`config.mk`:
```
export PLATFORM = sky130hd
export DESIGN_NAME = enemy_combat_mgr
export DESIGN_NICKNAME = d
export VERILOG_FILES = /design/src/rtl/combat_pkg.sv /design/src/rtl/enemy_combat_mgr_if.sv /design/src/rtl/enemy_slot.sv /design/src/rtl/enemy_combat_mgr.sv
export SDC_FILE = /design/constraint.sdc
export NUM_CORES = 1
export LEC_CHECK = 0
export CAP_MARGIN = 40
export CORE_ASPECT_RATIO = 0.6
export CORE_MARGIN = 8
export CORE_UTILIZATION = 45
export CTS_CLUSTER_DIAMETER = 150
export DETAILED_ROUTE_END_ITERATION = 12
export DONT_BUFFER_PORTS = 1
export MAX_ROUTING_LAYER = met4
export PLACE_DENSITY = 0.61
export SYNTH_ARGS = -nofsm -noshare
export SYNTH_HDL_FRONTEND = slang
export SYNTH_HIERARCHICAL = 1
export SYNTH_SLANG_ARGS = --single-unit
```
`constraint.sdc`:
```
create_clock -name Clk -period 4.1 [get_ports Clk]
set_input_delay 0.82 -clock Clk [delete_from_list [all_inputs] [get_ports Clk]]
set_output_delay 0.82 -clock Clk [all_outputs]
set_load 0.02 [all_outputs]
```
`src/rtl/combat_pkg.sv`:
```
// rtl/combat_pkg.sv - shared types and default constants for the enemy combat manager
package combat_pkg;

    typedef enum logic [1:0] {
        SLOT_DEAD     = 2'd0,
        SLOT_ALIVE    = 2'd1,
        SLOT_COOLDOWN = 2'd2
    } slot_state_e;

    typedef enum logic [1:0] {
        DIR_DOWN  = 2'd0,
        DIR_LEFT  = 2'd1,
        DIR_UP    = 2'd2,
        DIR_RIGHT = 2'd3
    } dir_e;

    localparam int DEF_N_ENEMY         = 4;
    localparam int DEF_FULL_HP         = 100;
    localparam int DEF_PLAYER_DMG      = 10;
    localparam int DEF_ENEMY_DMG       = 10;
    localparam int DEF_RESPAWN_BASE    = 40;
    localparam int DEF_RESPAWN_STAGGER = 40;
    localparam int DEF_HIT_COOLDOWN    = 8;
    localparam int DEF_PLAYER_HP       = 500;
    localparam int DEF_ATK_SHORT       = 16;
    localparam int DEF_ATK_LONG        = 80;
    localparam int DEF_ENEMY_W         = 26;
    localparam int DEF_ENEMY_H         = 26;

endpackage

```
`src/rtl/enemy_combat_mgr_if.sv`:
```
// rtl/enemy_combat_mgr_if.sv - per-frame player attack bus shared by all enemy slots
interface enemy_combat_mgr_if;
    logic       tick;
    logic       freeze;
    logic [8:0] atk_x;
    logic [8:0] atk_y;
    logic [1:0] dir;
    logic       atk_on;

    modport master (output tick, freeze, atk_x, atk_y, dir, atk_on);
    modport slave  (input  tick, freeze, atk_x, atk_y, dir, atk_on);
endinterface

```
`src/rtl/enemy_slot.sv`:
```
// rtl/enemy_slot.sv - one enemy: respawn/cooldown FSM, blood register and attack hit test
module enemy_slot
    import combat_pkg::*;
#(
    parameter int SLOT_IDX        = 0,
    parameter int FULL_HP         = DEF_FULL_HP,
    parameter int PLAYER_DMG      = DEF_PLAYER_DMG,
    parameter int RESPAWN_BASE    = DEF_RESPAWN_BASE,
    parameter int RESPAWN_STAGGER = DEF_RESPAWN_STAGGER,
    parameter int HIT_COOLDOWN    = DEF_HIT_COOLDOWN,
    parameter int ATK_SHORT       = DEF_ATK_SHORT,
    parameter int ATK_LONG        = DEF_ATK_LONG,
    parameter int ENEMY_W         = DEF_ENEMY_W,
    parameter int ENEMY_H         = DEF_ENEMY_H
) (
    input  logic                      clk_i,
    input  logic                      rst_i,
    enemy_combat_mgr_if.slave         bus,
    input  logic [8:0]                ex_i,
    input  logic [8:0]                ey_i,
    output logic                      alive_o,
    output logic [6:0]                blood_o,
    output logic                      kill_o
);

    localparam logic [1:0]  ST_DEAD     = SLOT_DEAD;
    localparam logic [1:0]  ST_ALIVE    = SLOT_ALIVE;
    localparam logic [1:0]  ST_COOLDOWN = SLOT_COOLDOWN;
    localparam logic [15:0] DELAY       = 16'(RESPAWN_BASE + SLOT_IDX * RESPAWN_STAGGER);
    localparam logic [15:0] CD          = 16'(HIT_COOLDOWN);
    localparam logic [6:0]  HP          = 7'(FULL_HP);
    localparam logic [6:0]  PD          = 7'(PLAYER_DMG);
    localparam logic [10:0] W           = 11'(ENEMY_W);
    localparam logic [10:0] H           = 11'(ENEMY_H);
    localparam logic [10:0] S           = 11'(ATK_SHORT);
    localparam logic [10:0] L           = 11'(ATK_LONG);

    logic [1:0]  state_q, state_d;
    logic [15:0] cnt_q, cnt_d;
    logic [6:0]  blood_q, blood_d;
    logic [10:0] ex, ey, ax, ay;
    logic        hit;
    logic        step;
    logic [6:0]  blood_hit;

    assign ex   = {2'b00, ex_i};
    assign ey   = {2'b00, ey_i};
    assign ax   = {2'b00, bus.atk_x};
    assign ay   = {2'b00, bus.atk_y};
    assign step = bus.tick & ~bus.freeze;

    // Inclusive attack box overlap; sides are moved instead of subtracting so nothing wraps
    always_comb begin
        hit = 1'b0;
        case (dir_e'(bus.dir))
            DIR_DOWN:  hit = (ex + W >= ax) && (ex <= ax + S) && (ey + H >= ay) && (ey <= ay + L);
            DIR_LEFT:  hit = (ex + W + L >= ax) && (ex <= ax) && (ey + H >= ay) && (ey <= ay + S);
            DIR_UP:    hit = (ex + W >= ax) && (ex <= ax + S) && (ey + H + L >= ay) && (ey <= ay);
            DIR_RIGHT: hit = (ex + W >= ax) && (ex <= ax + L) && (ey + H >= ay) && (ey <= ay + S);
            default:   hit = 1'b0;
        endcase
    end

    assign blood_hit = (blood_q > PD) ? (blood_q - PD) : 7'd0;
    assign kill_o    = step && (state_q == ST_ALIVE) && bus.atk_on && hit && (blood_hit == 7'd0);
    assign alive_o   = (state_q != ST_DEAD);
    assign blood_o   = blood_q;

    // Slot FSM next state: respawn wait, take hits, immunity countdown
    always_comb begin
        state_d = state_q;
        cnt_d   = cnt_q;
        blood_d = blood_q;
        if (step) begin
            case (state_q)
                ST_DEAD: begin
                    if (cnt_q == DELAY) begin
                        cnt_d   = 16'd0;
                        blood_d = HP;
                        state_d = ST_ALIVE;
                    end else begin
                        cnt_d = cnt_q + 16'd1;
                    end
                end
                ST_ALIVE: begin
                    if (bus.atk_on && hit) begin
                        blood_d = blood_hit;
                        if (blood_hit == 7'd0) begin
                            state_d = ST_DEAD;
                            cnt_d   = 16'd0;
                        end else begin
                            state_d = ST_COOLDOWN;
                            cnt_d   = CD;
                        end
                    end
                end
                ST_COOLDOWN: begin
                    if (cnt_q <= 16'd1) begin
                        cnt_d   = 16'd0;
                        state_d = ST_ALIVE;
                    end else begin
                        cnt_d = cnt_q - 16'd1;
                    end
                end
                default: begin
                    state_d = ST_DEAD;
                    cnt_d   = 16'd0;
                end
            endcase
        end
    end

    // Slot state registers, cleared asynchronously to a fresh dead slot
    always_ff @(posedge clk_i or posedge rst_i) begin
        if (rst_i) begin
            state_q <= ST_DEAD;
            cnt_q   <= 16'd0;
            blood_q <= 7'd0;
        end else begin
            state_q <= state_d;
            cnt_q   <= cnt_d;
            blood_q <= blood_d;
        end
    end

endmodule

```
`src/rtl/enemy_combat_mgr.sv`:
```
// rtl/enemy_combat_mgr.sv - enemy slots plus score, player blood and game-over tracking
module enemy_combat_mgr
    import combat_pkg::*;
#(
    parameter int N_ENEMY         = DEF_N_ENEMY,
    parameter int FULL_HP         = DEF_FULL_HP,
    parameter int PLAYER_DMG      = DEF_PLAYER_DMG,
    parameter int ENEMY_DMG       = DEF_ENEMY_DMG,
    parameter int RESPAWN_BASE    = DEF_RESPAWN_BASE,
    parameter int RESPAWN_STAGGER = DEF_RESPAWN_STAGGER,
    parameter int HIT_COOLDOWN    = DEF_HIT_COOLDOWN,
    parameter int PLAYER_HP       = DEF_PLAYER_HP,
    parameter int ATK_SHORT       = DEF_ATK_SHORT,
    parameter int ATK_LONG        = DEF_ATK_LONG,
    parameter int ENEMY_W         = DEF_ENEMY_W,
    parameter int ENEMY_H         = DEF_ENEMY_H
) (
    input  logic                   Clk,
    input  logic                   Reset,
    input  logic                   game_frame_clk_rising_edge,
    input  logic [8:0]             Attack_X,
    input  logic [8:0]             Attack_Y,
    input  logic [1:0]             Player_Direction,
    input  logic                   Attack_On,
    input  logic [9*N_ENEMY-1:0]   Enemy_X,
    input  logic [9*N_ENEMY-1:0]   Enemy_Y,
    input  logic [N_ENEMY-1:0]     Enemy_Attack_On,
    output logic [N_ENEMY-1:0]     Enemy_Alive,
    output logic [7*N_ENEMY-1:0]   Enemy_Blood,
    output logic [7:0]             Score,
    output logic [9:0]             Player_Blood,
    output logic                   Game_Over
);

    enemy_combat_mgr_if bus ();

    logic [N_ENEMY-1:0] kill;
    logic [7:0]         score_q, score_d;
    logic [9:0]         pb_q, pb_d;
    logic               go_q, go_d;
    logic [3:0]         kill_cnt;
    logic [3:0]         atk_cnt;
    logic [15:0]        dmg;
    logic [8:0]         score_sum;

    assign bus.tick   = game_frame_clk_rising_edge;
    assign bus.freeze = go_q;
    assign bus.atk_x  = Attack_X;
    assign bus.atk_y  = Attack_Y;
    assign bus.dir    = Player_Direction;
    assign bus.atk_on = Attack_On;

    genvar g;
    generate
        for (g = 0; g < N_ENEMY; g++) begin : g_slot
            enemy_slot #(
                .SLOT_IDX        (g),
                .FULL_HP         (FULL_HP),
                .PLAYER_DMG      (PLAYER_DMG),
                .RESPAWN_BASE    (RESPAWN_BASE),
                .RESPAWN_STAGGER (RESPAWN_STAGGER),
                .HIT_COOLDOWN    (HIT_COOLDOWN),
                .ATK_SHORT       (ATK_SHORT),
                .ATK_LONG        (ATK_LONG),
                .ENEMY_W         (ENEMY_W),
                .ENEMY_H         (ENEMY_H)
            ) u_slot (
                .clk_i   (Clk),
                .rst_i   (Reset),
                .bus     (bus.slave),
                .ex_i    (Enemy_X[9*g +: 9]),
                .ey_i    (Enemy_Y[9*g +: 9]),
                .alive_o (Enemy_Alive[g]),
                .blood_o (Enemy_Blood[7*g +: 7]),
                .kill_o  (kill[g])
            );
        end
    endgenerate

    // Count same-tick kills and live attackers; dead slots never hurt the player
    always_comb begin
        kill_cnt = 4'd0;
        atk_cnt  = 4'd0;
        for (int i = 0; i < N_ENEMY; i++) begin
            kill_cnt = kill_cnt + {3'b000, kill[i]};
            atk_cnt  = atk_cnt + {3'b000, Enemy_Attack_On[i] & Enemy_Alive[i]};
        end
    end

    assign dmg       = 16'(atk_cnt) * 16'(ENEMY_DMG);
    assign score_sum = {1'b0, score_q} + {5'b00000, kill_cnt};

    // Score and player blood update with saturation; game over latches and freezes everything
    always_comb begin
        score_d = score_q;
        pb_d    = pb_q;
        go_d    = go_q;
        if (game_frame_clk_rising_edge && !go_q) begin
            score_d = (score_sum > 9'd255) ? 8'd255 : score_sum[7:0];
            pb_d    = ({6'b000000, pb_q} > dmg) ? (pb_q - dmg[9:0]) : 10'd0;
            if (pb_d == 10'd0) begin
                go_d = 1'b1;
            end
        end
    end

    // Global score, player blood and game-over registers
    always_ff @(posedge Clk or posedge Reset) begin
        if (Reset) begin
            score_q <= 8'd0;
            pb_q    <= 10'(PLAYER_HP);
            go_q    <= 1'b0;
        end else begin
            score_q <= score_d;
            pb_q    <= pb_d;
            go_q    <= go_d;
        end
    end

    assign Score        = score_q;
    assign Player_Blood = pb_q;
    assign Game_Over    = go_q;

endmodule

```
==> results of run 1 <==
## per-stage QoR
stage	setup TNS, ps	setup slack, ps	total power [µW]	util (%)	hold slack, ps
after global placement	-20450	-1330	7600	51.6	467
after CTS	-6260	-821	9440	53.7	313
after floorplan	-8370	-1100	6130	-	448
final	-5910	-783	9540	53.9	317
after global routing	-7800	-1030	10300	53.9	350
after detailed placement	-17400	-1460	7760	51.8	473
## cell families (layout without fill, tap and decap cells)
family / count (synthesis) / in the layout / share of synthesized area (%)
compound gates: 733 / 733 / 27.9
xor+xnor: 125 / 125 / 5.99
fa+ha+maj: 300 / 300 / 20.7
simple gates: 741 / 741 / 21.9
buf+inv: 275 / 514 / 6.12
flops: 119 / 119 / 16.3
mux: 18 / 18 / 1.03
## metal layers
layer / global-route usage [%] / part of all wire (%) / up-vias
met1: 34.6 / 48 / 9060
met4: 6.90 / 2.4 / 0
met5: - / 0 / -
met2: 36.3 / 42 / 712
met3: 3.92 / 6.8 / 69
li1: - / - / 9125
## path summary, 6_finish.rpt
kind | cells after the start | to
max in group asynchronous | 2 | g_slot[2].u_slot/cnt_q[4]
min reg2reg | 1 | g_slot[3].u_slot/cnt_q[15]
min | 1 | g_slot[1].u_slot/cnt_q[12]
max reg2reg | 17 | Score[0]
max | 21 | Score[0]
min in group Clk | 1 | g_slot[3].u_slot/cnt_q[15]
## final cells by class
cell class	instances	area share [%]
multi-input cells	1917	66.6
flip-flops and latches	119	13.7
repair buffers	295	10.5
inverters	187	3.23
well taps	531	3.06
clock buffers	21	2.21
clock inverters	11	0.668
## power groups by stage
| stage | Clock, µW | Combinational, µW | Sequential [µW] |
|---|---|---|---|
| floorplan | 0 | 3980 | 2150 |
| global placement | 0 | 5190 | 2400 |
| detailed placement | 0 | 5350 | 2420 |
| CTS | 1630 | 5410 | 2400 |
| global route | 1670 | 6130 | 2510 |
| finish | 1590 | 5520 | 2420 |
## cell usage in the layout, fill, tap and decap left out, drive strengths merged, types with 44 or more instances in the layout
master / synthesis / layout
a31oi: 46 / 46
nand2: 141 / 141
nor3: 70 / 70
xnor2: 92 / 92
a21oi: 163 / 163
dfrtp: 113 / 113
buf: 23 / 295
ha: 295 / 295
nor2: 153 / 153
nand3: 81 / 81
nand2b: 54 / 54
o31ai: 44 / 44
o21ai: 145 / 145
inv: 187 / 188
## repair_timing
action                     in CTS  in global routing
setup buffers                   3                  2
resized for setup              16                 18
pin swaps                      17                 27
setup endpoints to repair       8                 26
## sequential cells by signal, indices dropped and copies added, names as in the netlist
| register | cells |
|---|---|
| Score | 8 |
| Game_Over | 1 |
| g_slot.u_slot/state_q | 8 |
| Player_Blood | 10 |
| g_slot.u_slot/cnt_q | 64 |
| g_slot.u_slot/blood_o | 28 |
==> flow_metrics.py, run 1 <==
metrics = {
    "outcome": {
        "status": "finished with violations",
        "violations": "setup timing",
    },
    "critical_path": {
        "slowest_delay_ps": 480,
        "required_ps": 4380,
        "r2r-start": "g_slot[2].u_slot/blood_o[1]",
        "critPathTopFamily": "compound AO/OA/AOI/OAI gates",
        "cp_cell_sequence": "a21oi_1 -> buf_4 -> mux2i_1 -> a211oi_2 -> xor2_1 -> ha_1 -> nand3_2 -> nor3b_2 -> a32oi_2 -> a2111oi_4 -> o211ai_4 -> a2111oi_4 -> fa_1 -> inv_2 -> fa_2 -> inv_2 -> fa_2 -> and3_4 -> and4_4 -> nand3_4 -> o211ai_1",
        "critPathArrivalTime_ps": 5160,
        "crit_buf_inv": 3,
        "r2r_setup_slack_ps": 220,
        "worstSetupStartpointType": "input pin",
        "critPathCaptureType": "register",
        "crit_start": "Enemy_X[20]",
        "cp_slowest_cell": "fa_1",
        "critical_path_class": "input pin to register",
        "path_max_fanout": 6,
    },
    "layout": {
        "stdcell_area_mm2": 0.0217,
        "multi_input_area_mm2": 0.0145,
        "final_nets": 2937,
        "area_delta_synth_final_pct": 18.9,
        "antennaDiodeCount": 0,
        "regArea_mm2": 0.00299,
        "drive_gt1_share_pct": 17.5,
        "instances_no_fill": 3081,
        "fill_cells": 3720,
    },
    "yosys": {
        "ys_seq_area_share_pct": 16.3,
        "yosysWarningCount": 6,
        "postSynthNetCount": 2711,
        "synth_area_per_cell_um2": 7.91,
        "synth.top_cells.by_count": "ha_1 (295), inv_1 (186), a21oi_1 (162)",
        "syn_area_mm2": 0.0183,
        "async_reset_ff_share_pct": 100,
        "synth_top_area_share_pct": 20.2,
        "synth_ff_type": "dfrtp_1",
        "ys_seq_elements": 119,
        "synth-edff-count": 0,
        "synth_most_common_cell": "ha_1",
        "ys_types": 116,
        "netlist_instances": 2311,
        "synthTopCellsByArea": "ha_1 (20%), dfrtp_1 (15%), a21oi_1 (4.4%)",
        "synth_top_area_cell": "ha_1",
    },
    "power_and_ir_drop": {
        "p_int_uw": 5010,
        "combPwrFrac_pct": 57.9,
        "power.leakage_uw": 0.00981,
        "power_density_mw_per_mm2": 439,
        "swShare_pct": 47.5,
        "pwr-share-clk_pct": 16.7,
        "peakVddDrop_mv": 0.297,
        "p_switching_uw": 4530,
        "seq_power_share_pct": 25.4,
    },
    "cts": {
        "clock_latency_ps": 430,
        "clkSlewWorstSetupHoldPaths_ps": 60,
        "cts_made_buffers": 17,
        "cts.sinks": 119,
        "cts-hold-fix-buffers": 0,
        "clock-root-buffer": "clkbuf_16",
        "clock_path_buffers": 2,
        "cts_tree": "done",
        "htreeDepth": 4,
    },
    "timing": {
        "tightest_slew_ps": 846,
        "hold_violations": 0,
        "rsz0062_at_grt": "yes",
        "clock.fmax_mhz": 205,
        "fin_crit_ps": 4880,
        "slew_viol_final": 0,
        "slew_headroom_pct": 43.4,
        "setup_viol": 8,
        "fin_crit_sh_pct": 119,
        "fin_worst_skew_ps": 9.25,
        "setup_slack_ps": -783,
    },
    "detailed_routing": {
        "wl_per_cell_um": 19.2,
        "vias": 19000,
        "drc": 0,
        "drt-pass1-iter-count": 6,
        "drtIter0Drc": 1969,
        "wl_um": 59000,
        "ant_nets": 0,
        "viasPerCell": 6.16,
    },
    "placed_design": {
        "dpl-instance-area_mm2": 0.0209,
        "portBuffers": 0,
        "dpl.cell_count": 3044,
        "place.gp.congestion": 0.928,
        "dp_hpwl_um": 46500,
    },
    "die": {
        "num_io_pins": 151,
        "rows": 57,
        "dieWidth_um": 276,
        "core_mm2": 0.0403,
        "die_h_um": 172,
        "dieArea_mm2": 0.0476,
        "start_util_pct": 45.4,
    },
    "global_routing": {
        "grt_max_degree": 29,
        "overflow": 0,
        "grt_pass1_vias": 17900,
        "grt_pass1_wl_um": 94800,
        "antenna_found_initial": 0,
        "grt.total_usage_pct": 24.6,
    },
    "flow_run": {
        "max_cap_violations": 0,
    },
    "worst_hold_path": {
        "hold_class": "input pin to asynchronous set/reset pin",
    },
}
(Power assumes the default switching activity.)
==> inputs of run 2 (changes only) <==
--- a/config.mk
+++ b/config.mk
@@ -12,8 +12,11 @@
 export CTS_CLUSTER_DIAMETER = 150
 export DETAILED_ROUTE_END_ITERATION = 12
 export DONT_BUFFER_PORTS = 1
+export GPL_ROUTABILITY_DRIVEN = 1
+export HOLD_SLACK_MARGIN = 0.15
 export MAX_ROUTING_LAYER = met4
 export PLACE_DENSITY = 0.61
+export SETUP_SLACK_MARGIN = 0.1
 export SYNTH_ARGS = -nofsm -noshare
 export SYNTH_HDL_FRONTEND = slang
 export SYNTH_HIERARCHICAL = 1
==> run 2 against run 1 <==
Effect of this change:
- the flow still finishes with violations (setup timing)
- cell area decreased by 0.10%
- power shrank 0.85%
- wire length decreased by 1.2%
- worst hold slack got worse by 38 ps
- sequential cell count unchanged
- non-clock buffer count unchanged
- sequential share of layout area barely moved
- register-to-register slack better by 40 ps
- count of clock-buffer cells in the layout fell by 4
- setup slack better by 100 ps
- critical path type unchanged
- largest cell class unchanged
==> flow_metrics.py, run 2 (synthesized netlist as in run 1, its figures left out) <==
metrics = {
    "outcome": {
        "status": "finished with violations",
        "violations": "setup timing",
    },
    "critical_path": {
        "critPathCaptureType": "register",
        "r2r_cells": 17,
        "cp_slowest_cell": "fa_1",
        "worstSetupStartpointType": "input pin",
        "path_max_fanout": 5,
        "r2r_setup_slack_ps": 260,
        "rr_endpoint": "Score[7]",
        "cp_cell_sequence": "ha_4 -> nor3_4 -> buf_4 -> xnor2_1 -> ha_1 -> xnor2_1 -> ha_1 -> nand3b_1 -> o31ai_1 -> nand3_1 -> a41oi_2 -> o211ai_1 -> a2111oi_4 -> fa_1 -> inv_1 -> fa_2 -> inv_2 -> fa_2 -> and3_4 -> and4_4 -> nor3_2 -> a21oi_1",
        "slowest_delay_ps": 470,
        "critPathArrivalTime_ps": 5090,
        "r2r-start": "g_slot[2].u_slot/blood_o[1]",
        "required_ps": 4410,
        "critical_path_class": "input pin to register",
    },
    "timing": {
        "fin_crit_ps": 4780,
        "tightest_slew_ps": 879,
        "hold_violations": 0,
        "setup_viol": 8,
        "clock.fmax_mhz": 209,
        "hold_ws_ps": 279,
        "slew_headroom_pct": 41.2,
        "fin_crit_sh_pct": 117,
        "setup_slack_ps": -681,
        "fin_worst_skew_ps": 10.0,
        "rsz0062_at_grt": "yes",
        "slew_viol_final": 0,
    },
    "die": {
        "die_h_um": 172,
        "start_util_pct": 45.4,
        "num_io_pins": 151,
        "core_mm2": 0.0403,
        "rows": 57,
        "dieArea_mm2": 0.0476,
        "dieWidth_um": 276,
    },
    "cts": {
        "clock-root-buffer": "clkbuf_16",
        "clock_path_buffers": 2,
        "clock_latency_ps": 440,
        "cts.sinks": 119,
        "cts-hold-fix-buffers": 0,
        "cts_tree": "done",
        "clkSlewWorstSetupHoldPaths_ps": 60,
        "htreeDepth": 4,
        "cts_made_buffers": 17,
    },
    "detailed_routing": {
        "ant_nets": 0,
        "drc": 0,
        "drtIter0Drc": 1730,
        "vias": 18800,
        "drt-pass1-iter-count": 6,
        "wl_um": 58300,
        "wl_per_cell_um": 18.9,
        "viasPerCell": 6.10,
    },
    "placed_design": {
        "portBuffers": 0,
        "dp_slack_ps": -1390,
        "place.gp.congestion": 0.898,
        "dp_hpwl_um": 46000,
        "dpl-instance-area_mm2": 0.0209,
        "dpl.cell_count": 3043,
    },
    "layout": {
        "largest_reg_flops": 64,
        "stdcell_area_mm2": 0.0217,
        "regMostFlops": "g_slot.u_slot/cnt_q",
        "antennaDiodeCount": 0,
        "instances_no_fill": 3081,
        "area_delta_synth_final_pct": 18.7,
        "drive_gt1_share_pct": 18.0,
        "most-common-layout-cells": "ha_1 (288), buf_4 (288), inv_1 (185), a21oi_1 (158), nor2_1 (152)",
        "final_nets": 2937,
    },
    "power_and_ir_drop": {
        "p_total_uw": 9450,
        "peakVddDrop_mv": 0.349,
        "power.leakage_uw": 0.00981,
        "power_density_mw_per_mm2": 435,
    },
    "global_routing": {
        "grt_max_degree": 29,
        "grt.total_usage_pct": 24.3,
        "grt_pass1_vias": 17900,
        "antenna_found_initial": 0,
        "overflow": 0,
        "grt_pass1_wl_um": 94100,
    },
    "flow_run": {
        "max_cap_violations": 0,
    },
    "worst_hold_path": {
        "hold_class": "input pin to asynchronous set/reset pin",
    },
}
run 2: cell count changes in the layout (fill, tap and decap cells not counted), moves of 2 or more:
| cell | delta |
|---|---|
| clkbuf_8 | -4 |
| nand3_2 | +2 |
| inv_6 | +2 |
| a21oi_1 | -3 |
| a21oi_2 | +3 |
| clkinv_4 | +2 |
| o21ai_2 | +3 |
| clkinv_2 | +2 |
| o21ai_0 | -2 |
| nand3_1 | -2 |
| buf_6 | +2 |
run 2: worst max-delay path: cells and delay by family:
kind	cells	cell delay, ps
buf+inv	3	260
xor+xnor	2	240
simple gates	6	910
fa+ha+maj	6	1680
compound gates	5	1150
run 2: power by group:
part           internal, µW  leakage (µW)  switching [µW]  total [µW]
logic                  2430       0.00799            3100        5530
clock network           895      0.000284             610        1510
registers              1580       0.00153             837        2420
run 2: cell type report:
class / instances / area [µm²]
clock buffer: 17 / 425
timing repair buffer: 295 / 2270
clock inverter: 15 / 153
fill: 3665 / 18600
sequential: 119 / 2990
inverter: 187 / 702
tap: 531 / 664
multi-input combinational: 1917 / 14500
run 2: worst max path at each step:
| stage | depth (start not counted) | slack, ps | to | startpoint |
|---|---|---|---|---|
| 5_1_grt | 22 | -890 | Score[7] | Enemy_X[19] |
| 3_5_place_dp | 22 | -1390 | Score[0] | Enemy_X[1] |
| 3_3_place_gp | 22 | -1310 | Score[0] | Enemy_X[1] |
| 4_1_cts | 22 | -710 | Score[7] | Enemy_X[1] |
| 2_1_floorplan | 22 | -1100 | Score[7] | Enemy_X[19] |
| 6_report | 22 | -680 | Score[7] | Enemy_Y[19] |
run 2: per-stage QoR:
stage,TNS [ps],util (%)
5_1_grt,-6710,53.9
3_5_place_dp,-15190,51.8
6_report,-5030,53.9
3_3_place_gp,-18630,51.5
2_1_floorplan,-8370,-
4_1_cts,-5160,53.6
run 2: metal layers:
metal	global-route usage, %	part of all wire (%)	vias to the layer above
li1	-	-	9138
met1	33.9	49	8888
met2	36.4	42	698
met3	3.73	6.7	83
met4	6.67	2.2	0
met5	-	0	-
run 2: what timing repair did:
| item | in CTS | in global routing |
|---|---|---|
| pin swaps | 19 | 11 |
| gates resized for setup | 28 | 18 |
| buffers inserted | 3 | 3 |
| endpoints found under the setup margin | 8 | 20 |
==> inputs of run 3 (changes only) <==
--- a/config.mk
+++ b/config.mk
@@ -15,7 +15,7 @@
 export GPL_ROUTABILITY_DRIVEN = 1
 export HOLD_SLACK_MARGIN = 0.15
 export MAX_ROUTING_LAYER = met4
-export PLACE_DENSITY = 0.61
+export PLACE_DENSITY = 0.59
 export SETUP_SLACK_MARGIN = 0.1
 export SYNTH_ARGS = -nofsm -noshare
 export SYNTH_HDL_FRONTEND = slang
==> constraint.sdc (replaced) <==
create_clock -name Clk -period 5.5 [get_ports Clk]
set_input_delay 1.1 -clock Clk [delete_from_list [all_inputs] [get_ports Clk]]
set_output_delay 1.1 -clock Clk [all_outputs]
set_load 0.02 [all_outputs]
==> run 3 against run 2 <==
Effect of this change:
- the flow now finishes without violations
- power shrank 29%
- core utilization shrank 4.2 points
- die area is the same
- first-iteration DRC count shrank 11%
- sequential power shrank 21%
- clock power shrank 26%
- sequential share of layout area grew 1.2 points
- global-route usage shrank 0.56 points
- worst hold slack gained 210 ps
- combinational power shrank 34%
- cell area shrank 7.9%
==> flow_metrics.py, run 3 (synthesized netlist as in run 1, its figures left out) <==
metrics = {
    "outcome": {
        "status": "finished clean",
    },
    "layout": {
        "most-common-layout-cells": "ha_1 (293), inv_1 (186), a21oi_1 (162), nor2_1 (152), nand2_1 (139)",
        "largest_reg_flops": 64,
        "regMostFlops": "g_slot.u_slot/cnt_q",
        "drive_gt1_share_pct": 9.42,
        "instances_no_fill": 2876,
        "final_nets": 2732,
        "antennaDiodeCount": 0,
        "final_common_cell": "ha_1",
        "area_delta_synth_final_pct": 9.39,
    },
    "power_and_ir_drop": {
        "power_density_mw_per_mm2": 334,
        "peakVddDrop_mv": 0.199,
        "power.leakage_uw": 0.00874,
    },
    "detailed_routing": {
        "wl_per_cell_um": 19.8,
        "viasPerCell": 6.23,
        "drc": 0,
        "wl_um": 56900,
        "drt-pass1-iter-count": 8,
        "drtIter0Drc": 1542,
        "ant_nets": 0,
        "vias": 17900,
    },
    "worst_hold_path": {
        "hold_class": "register to register",
    },
    "global_routing": {
        "grt_pass1_vias": 16600,
        "overflow": 0,
        "antenna_found_initial": 1,
        "grt.total_usage_pct": 23.8,
        "grt_max_degree": 29,
        "grt_pass1_wl_um": 91100,
    },
    "critical_path": {
        "critPathCaptureType": "register",
        "critical_path_class": "input pin to register",
        "worstSetupStartpointType": "input pin",
        "path_max_fanout": 6,
        "required_ps": 5850,
        "critPathArrivalTime_ps": 5590,
    },
    "placed_design": {
        "place.gp.congestion": 0.947,
        "portBuffers": 0,
        "dp_hpwl_um": 44600,
        "dpl.cell_count": 2842,
    },
    "timing": {
        "fin_crit_sh_pct": 95.3,
        "fin_crit_ps": 5240,
        "slew_headroom_pct": 35.2,
        "hold_ws_ps": 491,
        "setup_viol": 0,
        "tightest_slew_ps": 947,
        "fin_worst_skew_ps": 14.8,
        "clock.fmax_mhz": 191,
        "hold_violations": 0,
        "rsz0062_at_grt": "no",
        "slew_viol_final": 0,
    },
    "die": {
        "die_h_um": 172,
        "core_mm2": 0.0403,
        "start_util_pct": 45.4,
        "num_io_pins": 151,
        "dieArea_mm2": 0.0476,
        "dieWidth_um": 276,
        "rows": 57,
    },
    "cts": {
        "clkSlewWorstSetupHoldPaths_ps": 60,
        "cts_tree": "done",
        "clock_path_buffers": 2,
        "cts.sinks": 119,
        "clock-root-buffer": "clkbuf_16",
        "clock_latency_ps": 440,
        "cts-hold-fix-buffers": 0,
        "cts_made_buffers": 17,
        "htreeDepth": 4,
    },
    "flow_run": {
        "max_cap_violations": 0,
    },
}
## run 3: changes by cell type in the layout (fill, tap and decap cells not counted), moves of 4 or more
cell,delta
a21oi_1,+4
ha_4,-4
o21ai_1,+4
ha_1,+5
buf_4,-204
a21oi_2,-4
o21ai_2,-5
## run 3: layer usage
layer  part of all wire, %  routed length (µm)  GRT usage, %  vias to the layer above
li1                      -                   -             -                     8720
met1                    51               28800          35.0                     8503
met2                    41               23400          33.9                      655
met3                   7.1                4020          3.92                       45
met4                  0.99                 563          4.52                        0
met5                     0                   0             -                        -
## run 3: critical path, stage by stage
cell      delay (ps)
ha_1             210
or3_1            360
xor2_1           160
ha_1             280
ha_1             290
nor2b_1          150
a221oi_1         260
o21ai_1          130
nand4_1          110
a311o_1          220
a21oi_2           90
o21bai_4         190
nor3_4            60
fa_1             500
inv_1             50
fa_1             380
inv_1            100
fa_2             200
and3_4           180
and4_4           260
nand3_2          150
o211ai_1         150
## run 3: area by class of cell
cell class / instances / area [µm²]
tap: 531 / 664
clock buffer: 17 / 425
timing repair buffer: 90 / 743
fill: 3812 / 20300
sequential: 119 / 2990
multi-input combinational: 1917 / 14300
inverter: 187 / 702
clock inverter: 15 / 144
## run 3: per-stage QoR
step,setup TNS [ps],instance area [µm²],worst slack [ps],utilization (%),total power (µW)
final,0,20000,259,49.7,6680
after global routing,0,20000,102,49.7,7240
after CTS,0,19900,200,49.5,6630
after detailed placement,-1830,19400,-267,48.1,5490
after global placement,-1210,19200,-190,47.8,5380
after floorplan,0,18400,19.3,-,4570
## run 3: repair_timing
| action | in CTS | in global routing |
|---|---|---|
| buffers inserted | 0 | 2 |
| endpoints found under the setup margin | 0 | 8 |
| gates resized for setup | 0 | 10 |
## run 3: worst paths after layout
path	from	to	slack (ps)	cells past startpoint
worst max-delay path	Enemy_X[1]	Score[0]	260	22
max in group asynchronous	Reset	Score[5]	4300	1
worst min register to register	g_slot[0].u_slot/cnt_q[15]	g_slot[0].u_slot/cnt_q[15]	490	1
min in group asynchronous	Reset	g_slot[3].u_slot/cnt_q[11]	560	1
worst min-delay path	g_slot[0].u_slot/cnt_q[15]	g_slot[0].u_slot/cnt_q[15]	490	1
worst max register to register	g_slot[0].u_slot/state_q[0]	Game_Over	1140	16
## run 3: power by group
group / internal, µW / switching [µW]
Clock: 631 / 480
Sequential: 1180 / 730
Combinational: 1510 / 2150
Total: 3320 / 3360
